===== config.mk =====
export PLATFORM = sky130hd
export DESIGN_NAME = step_phase_decoder_flat
export DESIGN_NICKNAME = d
export VERILOG_FILES = /design/src/rtl/stepper_pkg.sv /design/src/rtl/step_phase_decoder_if.sv /design/src/rtl/coil_qualifier.sv /design/src/rtl/step_phase_decoder.sv /design/src/flat_wrapper.sv
export SDC_FILE = /design/constraint.sdc
export NUM_CORES = 1
export LEC_CHECK = 0
export BUFFER_PORTS_ARGS = -buffer_cell sky130_fd_sc_hd__buf_2
export CORE_MARGIN = 4
export CORE_UTILIZATION = 38
export DETAILED_ROUTE_END_ITERATION = 8
export GPL_TIMING_DRIVEN = 0
export HOLD_SLACK_MARGIN = 0.08
export PLACE_DENSITY_LB_ADDON = 0.3
export SKIP_LAST_GASP = 1
export SLEW_MARGIN = 10
export SYNTH_ARGS = -nofsm -noshare
export SYNTH_HDL_FRONTEND = slang
export SYNTH_HIERARCHICAL = 1
export SYNTH_SLANG_ARGS = --single-unit

===== constraint.sdc =====
create_clock -name clk -period 4.95 [get_ports clk]
set_clock_uncertainty 0.05 [all_clocks]
set_input_delay 0.495 -clock clk [delete_from_list [all_inputs] [get_ports clk]]
set_output_delay 0.495 -clock clk [all_outputs]
set_load 0.02 [all_outputs]

===== src/rtl/stepper_pkg.sv =====
// Shared stepper definitions: coil patterns, decoded phases and decoder FSM states.
// Also consumed by the motor drive block.
package stepper_pkg;

    localparam logic [3:0] COIL_P1  = 4'b1100;
    localparam logic [3:0] COIL_P2  = 4'b0110;
    localparam logic [3:0] COIL_P3  = 4'b0011;
    localparam logic [3:0] COIL_P4  = 4'b1001;
    localparam logic [3:0] COIL_OFF = 4'b0000;

    typedef enum logic [2:0] {
        PH_IDLE    = 3'd0,
        PH_P1      = 3'd1,
        PH_P2      = 3'd2,
        PH_P3      = 3'd3,
        PH_P4      = 3'd4,
        PH_ILLEGAL = 3'd5
    } phase_t;

    typedef enum logic [1:0] {
        ST_IDLE  = 2'd0,
        ST_TRACK = 2'd1,
        ST_FAULT = 2'd2
    } dec_state_t;

    function automatic phase_t decode_coils(input logic [3:0] coils);
        case (coils)
            COIL_OFF: return PH_IDLE;
            COIL_P1:  return PH_P1;
            COIL_P2:  return PH_P2;
            COIL_P3:  return PH_P3;
            COIL_P4:  return PH_P4;
            default:  return PH_ILLEGAL;
        endcase
    endfunction

    // Position within the four-phase cycle, so step direction is a mod-4 difference.
    function automatic logic [1:0] phase_idx(input phase_t p);
        case (p)
            PH_P2:   return 2'd1;
            PH_P3:   return 2'd2;
            PH_P4:   return 2'd3;
            default: return 2'd0;
        endcase
    endfunction

    function automatic logic [2:0] phase_code(input phase_t p);
        return (p == PH_ILLEGAL) ? 3'd0 : 3'(p);
    endfunction

endpackage


===== src/rtl/step_phase_decoder_if.sv =====
// Coil-feedback bus between the step phase decoder and its rail-control client.
interface step_phase_decoder_if #(
    parameter int POS_W = 14
);
    logic [3:0]              coils_i;
    logic                    clr_pos;
    logic                    clr_fault;
    logic signed [POS_W-1:0] target_i;
    logic signed [POS_W-1:0] pos_o;
    logic                    step_o;
    logic                    dir_o;
    logic [2:0]              phase_o;
    logic                    fault_o;
    logic                    at_target_o;

    modport master (
        output coils_i, clr_pos, clr_fault, target_i,
        input  pos_o, step_o, dir_o, phase_o, fault_o, at_target_o
    );

    modport slave (
        input  coils_i, clr_pos, clr_fault, target_i,
        output pos_o, step_o, dir_o, phase_o, fault_o, at_target_o
    );
endinterface


===== src/rtl/coil_qualifier.sv =====
// Two-flop synchronizer plus stability qualifier for a small group of async lines.
// Emits a one-cycle accept strobe when a new pattern has held STABLE_CYCLES samples.
module coil_qualifier #(
    parameter int STABLE_CYCLES = 4,
    parameter int WIDTH         = 4
) (
    input  logic             clk,
    input  logic             reset,
    input  logic [WIDTH-1:0] coils,
    output logic [WIDTH-1:0] pattern,
    output logic             accept
);
    localparam int CNT_W = (STABLE_CYCLES > 1) ? $clog2(STABLE_CYCLES) : 1;
    localparam logic [CNT_W-1:0] CNT_MAX = CNT_W'(STABLE_CYCLES - 1);

    logic [WIDTH-1:0] sync_p0, sync_p1, cand, accepted;
    logic [CNT_W-1:0] cnt, cnt_next;

    always_comb begin
        cnt_next = cnt;
        if (sync_p1 != cand)
            cnt_next = '0;
        else if (cnt != CNT_MAX)
            cnt_next = cnt + CNT_W'(1);
    end

    // Acting on the next count lets the decoder register the step on the same edge.
    assign accept  = (cnt_next == CNT_MAX) && (sync_p1 != accepted);
    assign pattern = accept ? sync_p1 : accepted;

    always_ff @(posedge clk or posedge reset) begin
        if (reset) begin
            sync_p0  <= '0;
            sync_p1  <= '0;
            cand     <= '0;
            cnt      <= '0;
            accepted <= '0;
        end else begin
            sync_p0 <= coils;
            sync_p1 <= sync_p0;
            cand    <= sync_p1;
            cnt     <= cnt_next;
            if (accept)
                accepted <= sync_p1;
        end
    end
endmodule


===== src/rtl/step_phase_decoder.sv =====
// Reconstructs signed step position, direction and step strobe from the coil lines,
// and flags illegal or skipped phase sequences with a sticky fault.
module step_phase_decoder
    import stepper_pkg::*;
#(
    parameter int STABLE_CYCLES = 4,
    parameter int POS_W         = 14
) (
    input  logic                 clk,
    input  logic                 reset,
    step_phase_decoder_if.slave  bus
);
    localparam logic signed [POS_W-1:0] ONE = POS_W'(1);

    function automatic logic signed [POS_W-1:0] step_pos(
        input logic signed [POS_W-1:0] p,
        input logic                    up
    );
        return up ? p + ONE : p - ONE;
    endfunction

    logic [3:0]              pattern;
    logic                    accept;
    phase_t                  new_phase, last_phase;
    dec_state_t              state;
    logic signed [POS_W-1:0] pos;
    logic                    step, dir, fault;
    logic [2:0]              phase;
    logic [1:0]              delta;

    coil_qualifier #(
        .STABLE_CYCLES (STABLE_CYCLES),
        .WIDTH         (4)
    ) u_qual (
        .clk     (clk),
        .reset   (reset),
        .coils   (bus.coils_i),
        .pattern (pattern),
        .accept  (accept)
    );

    assign new_phase = decode_coils(pattern);
    assign delta     = phase_idx(new_phase) - phase_idx(last_phase);

    always_ff @(posedge clk or posedge reset) begin
        if (reset) begin
            state      <= ST_IDLE;
            last_phase <= PH_IDLE;
            pos        <= '0;
            step       <= 1'b0;
            dir        <= 1'b0;
            phase      <= 3'd0;
            fault      <= 1'b0;
        end else begin
            step <= 1'b0;
            if (accept)
                phase <= phase_code(new_phase);
            case (state)
                ST_IDLE: begin
                    if (accept) begin
                        if (new_phase == PH_ILLEGAL) begin
                            state <= ST_FAULT;
                            fault <= 1'b1;
                        end else if (new_phase != PH_IDLE) begin
                            state      <= ST_TRACK;
                            last_phase <= new_phase;
                        end
                    end
                end
                ST_TRACK: begin
                    if (accept) begin
                        if (new_phase == PH_IDLE) begin
                            state <= ST_IDLE;
                        end else if (new_phase == PH_ILLEGAL || delta == 2'd2) begin
                            state <= ST_FAULT;
                            fault <= 1'b1;
                        end else begin
                            pos        <= step_pos(pos, delta == 2'd1);
                            dir        <= (delta == 2'd1);
                            step       <= 1'b1;
                            last_phase <= new_phase;
                        end
                    end
                end
                ST_FAULT: begin
                    if (bus.clr_fault) begin
                        state <= ST_IDLE;
                        fault <= 1'b0;
                    end
                end
                default: state <= ST_IDLE;
            endcase
            // Clear has priority over a coincident step; the strobe still fires.
            if (bus.clr_pos)
                pos <= '0;
        end
    end

    assign bus.pos_o       = pos;
    assign bus.step_o      = step;
    assign bus.dir_o       = dir;
    assign bus.phase_o     = phase;
    assign bus.fault_o     = fault;
    assign bus.at_target_o = (pos == bus.target_i);
endmodule


===== src/flat_wrapper.sv =====
// flat-port wrapper written by rule: the top's interface ports become plain ports
module step_phase_decoder_flat import stepper_pkg::*;
#(
    parameter int STABLE_CYCLES = 4,
    parameter int POS_W         = 14
)
  (clk, reset, bus_coils_i, bus_clr_pos, bus_clr_fault, bus_target_i, bus_pos_o, bus_step_o, bus_dir_o, bus_phase_o, bus_fault_o, bus_at_target_o);
  step_phase_decoder_if #(.POS_W(POS_W)) bus_i ();
  input  logic clk;
  input  logic reset;
  input wire logic [$bits(bus_i.coils_i)-1:0] bus_coils_i;
  input wire logic [$bits(bus_i.clr_pos)-1:0] bus_clr_pos;
  input wire logic [$bits(bus_i.clr_fault)-1:0] bus_clr_fault;
  input wire logic [$bits(bus_i.target_i)-1:0] bus_target_i;
  output wire logic [$bits(bus_i.pos_o)-1:0] bus_pos_o;
  output wire logic [$bits(bus_i.step_o)-1:0] bus_step_o;
  output wire logic [$bits(bus_i.dir_o)-1:0] bus_dir_o;
  output wire logic [$bits(bus_i.phase_o)-1:0] bus_phase_o;
  output wire logic [$bits(bus_i.fault_o)-1:0] bus_fault_o;
  output wire logic [$bits(bus_i.at_target_o)-1:0] bus_at_target_o;
  assign bus_i.coils_i = bus_coils_i;
  assign bus_i.clr_pos = bus_clr_pos;
  assign bus_i.clr_fault = bus_clr_fault;
  assign bus_i.target_i = bus_target_i;
  assign bus_pos_o = bus_i.pos_o;
  assign bus_step_o = bus_i.step_o;
  assign bus_dir_o = bus_i.dir_o;
  assign bus_phase_o = bus_i.phase_o;
  assign bus_fault_o = bus_i.fault_o;
  assign bus_at_target_o = bus_i.at_target_o;
  step_phase_decoder #(.STABLE_CYCLES(STABLE_CYCLES), .POS_W(POS_W)) u_core (.clk(clk), .reset(reset), .bus(bus_i));
endmodule

==> run_results.csv, run 1 <==
group,metric,value,unit
floorplan,row_count,30,
drt,via_per_inst,5.33,
clock_network,worstSkewPairLatency,300,ps
logic_synthesis,netlist_top_cells_area,"dfrtp_1, xnor2_1, ha_1",
place,gp_congestion,0.840,
critical_path,crit_fanout,8,
pwr,powerDensity,204,nW/µm²
drt,vias,2315,
clock_network,numCtsBuffers,5,
drt,drtIter0Drc,81,
final_layout,nNetsFinal,375,
pwr,leakage,1.71,nW
clock_network,cts_htree_levels,2,
final_layout,mostFrequentLayoutCells,"buf_2, dfrtp_1, nor2_1",
logic_synthesis,ys_async_sr_fraction,100,%
final_layout,areaGrowthSynthToFinish,23.2,%
logic_synthesis,synth_top_area_share,38.5,%
final_layout,layout_commonest_cell,"buf_2",
grt,grt_pass1_wl,10800,µm
drt,wl_per_cell,15.4,µm
clock_network,path_clk_slew,90,ps
grt,grt_max_degree,26,
grt,grt_pass1_vias,2236,
drt,wl_met2,3290,µm
logic_synthesis,synth_top_area_cell,"dfrtp_1",
sta,period_share,95.8,%
logic_synthesis,synth_warnings,6,
floorplan,ios,43,
pwr,sw_frac_of_total,23.9,%
clock_network,cts_tree,"built",
sta,max_freq,211,MHz
outcome,outcome,"finished clean",
sta,min_period,4740,ps
pwr,peakVddDrop,91.7,µV
drt,wl_met3,169,µm
logic_synthesis,syn-num-nets,316,
sta,hold_violations,0,
clock_network,clock_sinks,43,
sta,layout_setup_ws,207,ps
floorplan,core,6980,µm²
worst_hold_path,holdCritPathClass,"in -> async",
sta,setup_viol,0,
place,dp_slack,-622,ps
pwr,p_total,0.000701,W
pwr,internal_power,0.000534,W
drt,routed_wl,6680,µm
pwr,pwr-share-comb,7.2,%
pwr,p_clk_share,41.1,%
drt,ant_nets,0,
clock_network,cts-root-buf,"clkbuf_8",
critical_path,cp_data_required_time,5130,ps
floorplan,dieArea,8790,µm²
final_layout,drive_gt1_share,29.3,%
final_layout,diodes,0,
sta,tightest_slew,1040,ps
drt,met1_length,3150,µm
drt,dr.pass1.iters,4,
critical_path,critPathCaptureType,"flop",
grt,grtUsageTotal,15.4,%
floorplan,die_y,93.7,µm
sta,maxSlewHeadroom,30.5,%
final_layout,nFillCells,666,
clock_network,clock_path_buffers,2,
critical_path,crit_path_start_kind,"flop",
place,dp_hpwl,4590,µm
floorplan,initial_core_util,40.0,%
run,cap_violations,0,
pwr,pwr-share-seq,51.7,%
place,portBuffers,42,
logic_synthesis,ys_ff_latch,43,
logic_synthesis,ys_seq_area_share,38.5,%
logic_synthesis,synth_area_per_cell,10.1,µm²
drt,topRoutingLayerUsed,"met4",
pwr,p_sw,0.000168,W
logic_synthesis,synth_area,2790,µm²
critical_path,crit_type,"reg -> reg",
critical_path,crit_arrival,4930,ps
logic_synthesis,synthCells,278,
sta,slew_viol_final,0,
grt,grt_antenna_before_repair,0,
logic_synthesis,synth-edff-count,0,
sta,grt_setup_unrepaired,"yes",
critical_path,worst_r2r_path_depth,19,
logic_synthesis,synthFlopType,"dfrtp_1",
logic_synthesis,synth.distinct_cells,53,
drt,drc_errors,0,
grt,gr-total-overflow,0,
floorplan,chipWidth,93.7,µm
[registers in the layout (all words and copies together) (netlist names)]
name / cells
u_core/u_qual/cand: 4
u_core/last_phase: 3
u_core/bus.phase_o: 3
u_core/bus.fault_o: 1
u_core/u_qual/sync_p1: 4
u_core/u_qual/sync_p0: 4
u_core/bus.dir_o: 1
u_core/bus.step_o: 1
u_core/u_qual/cnt: 2
u_core/u_qual/accepted: 4
u_core/bus.pos_o: 14
u_core/state: 2
[kinds of logic (layout without fill, tap and decap cells)]
family | count (synthesis) | in the layout | synth area share, %
xor gates and xnor gates | 37 | 37 | 11.6
DFF | 43 | 43 | 38.5
AOI/OAI and AO/OA | 63 | 63 | 16.5
and+or+nand+nor | 79 | 80 | 14.6
buffers and inverters | 20 | 78 | 3.27
adders and majority gates | 16 | 16 | 7.43
muxes | 20 | 21 | 8.11
[worst max-delay path, stage by stage, from the launching register on]
cell and delay (ps):
dfrtp_2 460, xnor2_2 150, nand4_1 130, or2_1 240, buf_6 140, mux2_4 340
nand2b_4 180, nor3_4 160, a31oi_1 80, ha_2 210, nand3b_1 240, a211oi_4 320
nor2_4 130, ha_1 310, a211o_1 320, a211o_1 300, a21oi_2 190, nor2_1 70
or4_1 500, a21oi_1 130
[synthesized netlist by cell type, types with 2 or more instances]
library cell	instances
clkbuf_1	9
o21ba_2	2
ha_1	15
nor4b_1	2
buf_6	2
xor2_1	10
nand2b_1	4
mux2i_1	11
nor2_1	30
a21oi_1	13
a31oi_1	4
inv_1	8
nand3_1	5
a2111oi_0	2
dfrtp_1	43
or4_1	2
nor2b_1	2
nand4_1	5
nor3_1	7
mux2_2	5
mux2_4	4
a21o_1	7
o21ai_0	9
o2111ai_1	2
nand3b_1	3
o41ai_1	2
nand2_1	10
a41o_1	2
a211oi_1	4
xnor2_1	27
a211o_1	5
[power by group through the flow]
| stage | registers [W] | clock network [W] | logic [W] |
|---|---|---|---|
| floorplan | 0.000370 | 0 | 0.0000267 |
| global placement | 0.000369 | 0 | 0.0000456 |
| detailed placement | 0.000370 | 0 | 0.0000467 |
| CTS | 0.000363 | 0.000297 | 0.0000469 |
| global route | 0.000363 | 0.000310 | 0.0000570 |
| finish | 0.000362 | 0.000288 | 0.0000505 |
[cell type report]
type | count | area, µm² | area share (%)
plain buffers | 7 | 43.8 | 1.27
clock buffers | 5 | 68.8 | 2.00
clock inverters | 3 | 47.5 | 1.38
inverters | 8 | 32.5 | 0.945
multi-input cells | 217 | 1730 | 50.3
flip-flops and latches | 43 | 1080 | 31.3
well taps | 96 | 120 | 3.49
repair buffers | 55 | 320 | 9.30
[final timing paths]
| kind | startpoint | end | slack, ps |
|---|---|---|---|
| max in group asynchronous | reset | u_core/bus.fault_o | 3830 |
| setup reg to reg | u_core/u_qual/sync_p1[0] | u_core/bus.pos_o[11] | 210 |
| min in group clk | bus_coils_i[1] | u_core/u_qual/sync_p0[1] | 250 |
| hold reg to reg | u_core/u_qual/sync_p0[1] | u_core/u_qual/sync_p1[1] | 300 |
| hold / removal | reset | u_core/u_qual/sync_p0[1] | 230 |
| setup / recovery | u_core/u_qual/sync_p1[0] | u_core/bus.pos_o[11] | 210 |
[per-layer routing]
layer | vias up | global-route usage (%)
met5 | - | 0
met4 | 0 | 5.90
met3 | 6 | 2.16
met2 | 39 | 25.0
met1 | 1137 | 20.8
li1 | 1133 | -
[timing repair]
action	in CTS	in global routing
gates resized for setup	7	16
gates cloned	1	1
hold buffers	0	0
endpoints found under the setup margin	7	5
buffers inserted	4	9
pin swaps	3	9
[metrics by stage]
step	hold WS [ps]	std cells	util (%)	instance area [µm²]	setup TNS (ps)
finish	232	434	49.3	3440	0
global route	232	434	49.3	3440	-62.3
CTS	233	424	47.5	3310	0
detailed placement	287	416	44.8	3130	-1880
floorplan	281	278	-	2800	0
global placement	284	416	44.8	3130	-1470
Note: power is estimated with default switching activity, not from simulation.
==> run 2, diff against run 1 <==
==> constraint.sdc (replaced) <==
create_clock -name clk -period 4.4 [get_ports clk]
set_clock_uncertainty 0.05 [all_clocks]
set_input_delay 0.44 -clock clk [delete_from_list [all_inputs] [get_ports clk]]
set_output_delay 0.44 -clock clk [all_outputs]
set_load 0.02 [all_outputs]
==> run 2 against run 1 <==
The run now ends with setup timing left. Register-to-register slack worse by 340 ps. Cell count is 4.6% higher. Final area rose by 10%. Global-route usage grew 0.71 points. Combinational power up 24%. Clock power rose by 13%. Critical path depth stayed put. Hold slack worse by 62 ps. Total power up 13%. Flip-flop and latch count unchanged. Sequential share of layout area down 2.9 points. Sequential power increased by 12%. Largest cell class unchanged.
==> run_results.csv, run 2 (same netlist as run 1, synthesis figures left out) <==
group,metric,value,unit
outcome,outcome,"finished, violations left",
outcome,violations,"setup timing",
floorplan,dieArea,8790,µm²
critical_path,r2r_end,"u_core/bus.pos_o[13]",
critical_path,r2r_setup_slack,-130,ps
critical_path,timing.rr.start,"u_core/u_qual/sync_p1[0]",
pwr,internal_power,0.000603,W
place,dp_hpwl,4780,µm
final_layout,nNetsFinal,395,
run,cap_violations,0,
final_layout,multi_input_area,1920,µm²
pwr,peakVddDrop,136,µV
pwr,p_sw,0.000191,W
clock_network,cts_tree,"built",
sta,hold_violations,0,
critical_path,crit_arrival,4660,ps
place,gp_congestion,0.881,
sta,max_freq,221,MHz
drt,drc_errors,0,
drt,via_per_inst,5.25,
pwr,powerDensity,210,nW/µm²
floorplan,row_count,30,
drt,vias,2385,
drt,dr.pass1.iters,4,
final_layout,layoutNonFillerInstCount,454,
sta,layout_setup_ws,-130,ps
sta,maxSlewHeadroom,29.4,%
drt,ant_nets,0,
sta,hold_ws,170,ps
critical_path,critPathCaptureType,"flop",
floorplan,ios,43,
final_layout,register_area,1080,µm²
pwr,leakage,1.83,nW
critical_path,cp_data_required_time,4530,ps
pwr,sw_frac_of_total,24.1,%
sta,setup_viol,3,
sta,period_share,103,%
floorplan,chipWidth,93.7,µm
place,portBuffers,42,
grt,grt_antenna_before_repair,0,
floorplan,die_y,93.7,µm
critical_path,crit_type,"reg -> reg",
grt,grt_max_degree,26,
final_layout,diodes,0,
grt,grt_pass1_vias,2331,
drt,routed_wl,7120,µm
final_layout,largest_reg_flops,14,
critical_path,worst_r2r_path_depth,19,
pwr,p_clk_share,40.9,%
clock_network,worstSkewPairLatency,300,ps
drt,drtIter0Drc,55,
pwr,pwr-share-comb,7.9,%
sta,slew_viol_final,0,
critical_path,crit_fanout,8,
clock_network,cts_htree_levels,2,
clock_network,path_clk_slew,90,ps
clock_network,cts-root-buf,"clkbuf_8",
final_layout,drive_gt1_share,39.1,%
clock_network,clock_path_buffers,2,
sta,min_period,4530,ps
drt,wl_per_cell,15.7,µm
sta,tightest_slew,1060,ps
grt,grtUsageTotal,16.1,%
place,dp_cells,416,
clock_network,numCtsBuffers,5,
floorplan,core,6980,µm²
pwr,pwr-share-seq,51.2,%
final_layout,nFillCells,630,
grt,gr-total-overflow,0,
clock_network,clock_sinks,43,
final_layout,areaGrowthSynthToFinish,35.6,%
final_layout,mostFrequentLayoutCells,"buf_2, dfrtp_1, buf_4",
sta,grt_setup_unrepaired,"yes",
critical_path,crit_path_start_kind,"flop",
grt,grt_pass1_wl,11300,µm
worst_hold_path,holdCritPathClass,"in -> async",
floorplan,initial_core_util,40.0,%
## run 2: cell count changes in the layout (fill, tap and decap cells not counted), sizes merged
cell,previous run,this run
buf,58,79
mux2,10,9
clkinvlp,0,1
clkinv,1,0
## run 2: worst max path at each step
stage                                   from                   end  slack (ps)  depth (start not counted)
finish              u_core/u_qual/sync_p1[0]  u_core/bus.pos_o[13]        -130                         19
global route           u_core/u_qual/cand[0]  u_core/bus.pos_o[13]        -330                         19
CTS                 u_core/u_qual/sync_p1[0]  u_core/bus.pos_o[13]        -270                         19
detailed placement  u_core/u_qual/sync_p1[0]  u_core/bus.pos_o[13]        -530                         19
global placement    u_core/u_qual/sync_p1[0]  u_core/bus.pos_o[13]        -440                         19
floorplan           u_core/u_qual/sync_p1[0]  u_core/bus.pos_o[13]         -20                         20
## run 2: power groups by stage
stage	combinational, W	clock, W	sequential [W]
4_1_cts	0.0000597	0.000337	0.000407
3_5_place_dp	0.0000531	0	0.000416
2_1_floorplan	0.0000309	0	0.000416
3_3_place_gp	0.0000525	0	0.000415
6_report	0.0000625	0.000325	0.000407
5_1_grt	0.0000692	0.000351	0.000408
## run 2: layout make-up
class	count	area share, %
buffer	8	1.72
timing repair buffer	75	12.2
multi-input combinational	216	50.6
inverter	8	0.858
clock buffer	5	1.82
tap	96	3.17
clock inverter	3	1.22
sequential	43	28.4
## run 2: per-stage QoR
| step | total power [W] | TNS (ps) | worst slack, ps | area (µm²) | util, % |
|---|---|---|---|---|---|
| global placement | 0.000468 | -1710 | -439 | 3280 | 47.0 |
| CTS | 0.000804 | -681 | -270 | 3530 | 50.6 |
| floorplan | 0.000447 | -18.8 | -18.8 | 2950 | - |
| global route | 0.000828 | -1270 | -326 | 3790 | 54.3 |
| detailed placement | 0.000469 | -2200 | -533 | 3280 | 47.0 |
| finish | 0.000794 | -273 | -130 | 3790 | 54.3 |
## run 2: metal layers
layer / vias up / GRT usage (%) / wire, µm
met5: - / 0 / 0
met4: 0 / 6.98 / 161
met3: 13 / 2.64 / 196
met2: 47 / 26.5 / 3610
met1: 1151 / 20.8 / 3160
li1: 1174 / - / -
## run 2: what timing repair did
item / CTS / global route
setup endpoints to repair: 8 / 9
hold buffers: 0 / 0
hold endpoints to repair: 0 / 0
gates cloned: 1 / 0
setup buffers: 16 / 18
pin swaps: 15 / 20
resized for setup: 7 / 24
## run 2: critical path, cell delays in order, from the launching register on
cell       delay [ps]
dfrtp_1           400
xnor2_1           160
nand4_1           130
or2_1             260
buf_6             140
mux2_4            340
inv_4              90
nor3_4             40
a31oi_2           210
ha_4              200
and3b_2           240
nor4b_4           370
nor2_4            170
ha_4              270
a211o_1           280
a211o_1           300
a21oi_2           210
a211o_1           210
mux2i_1           210
o2111ai_1         130
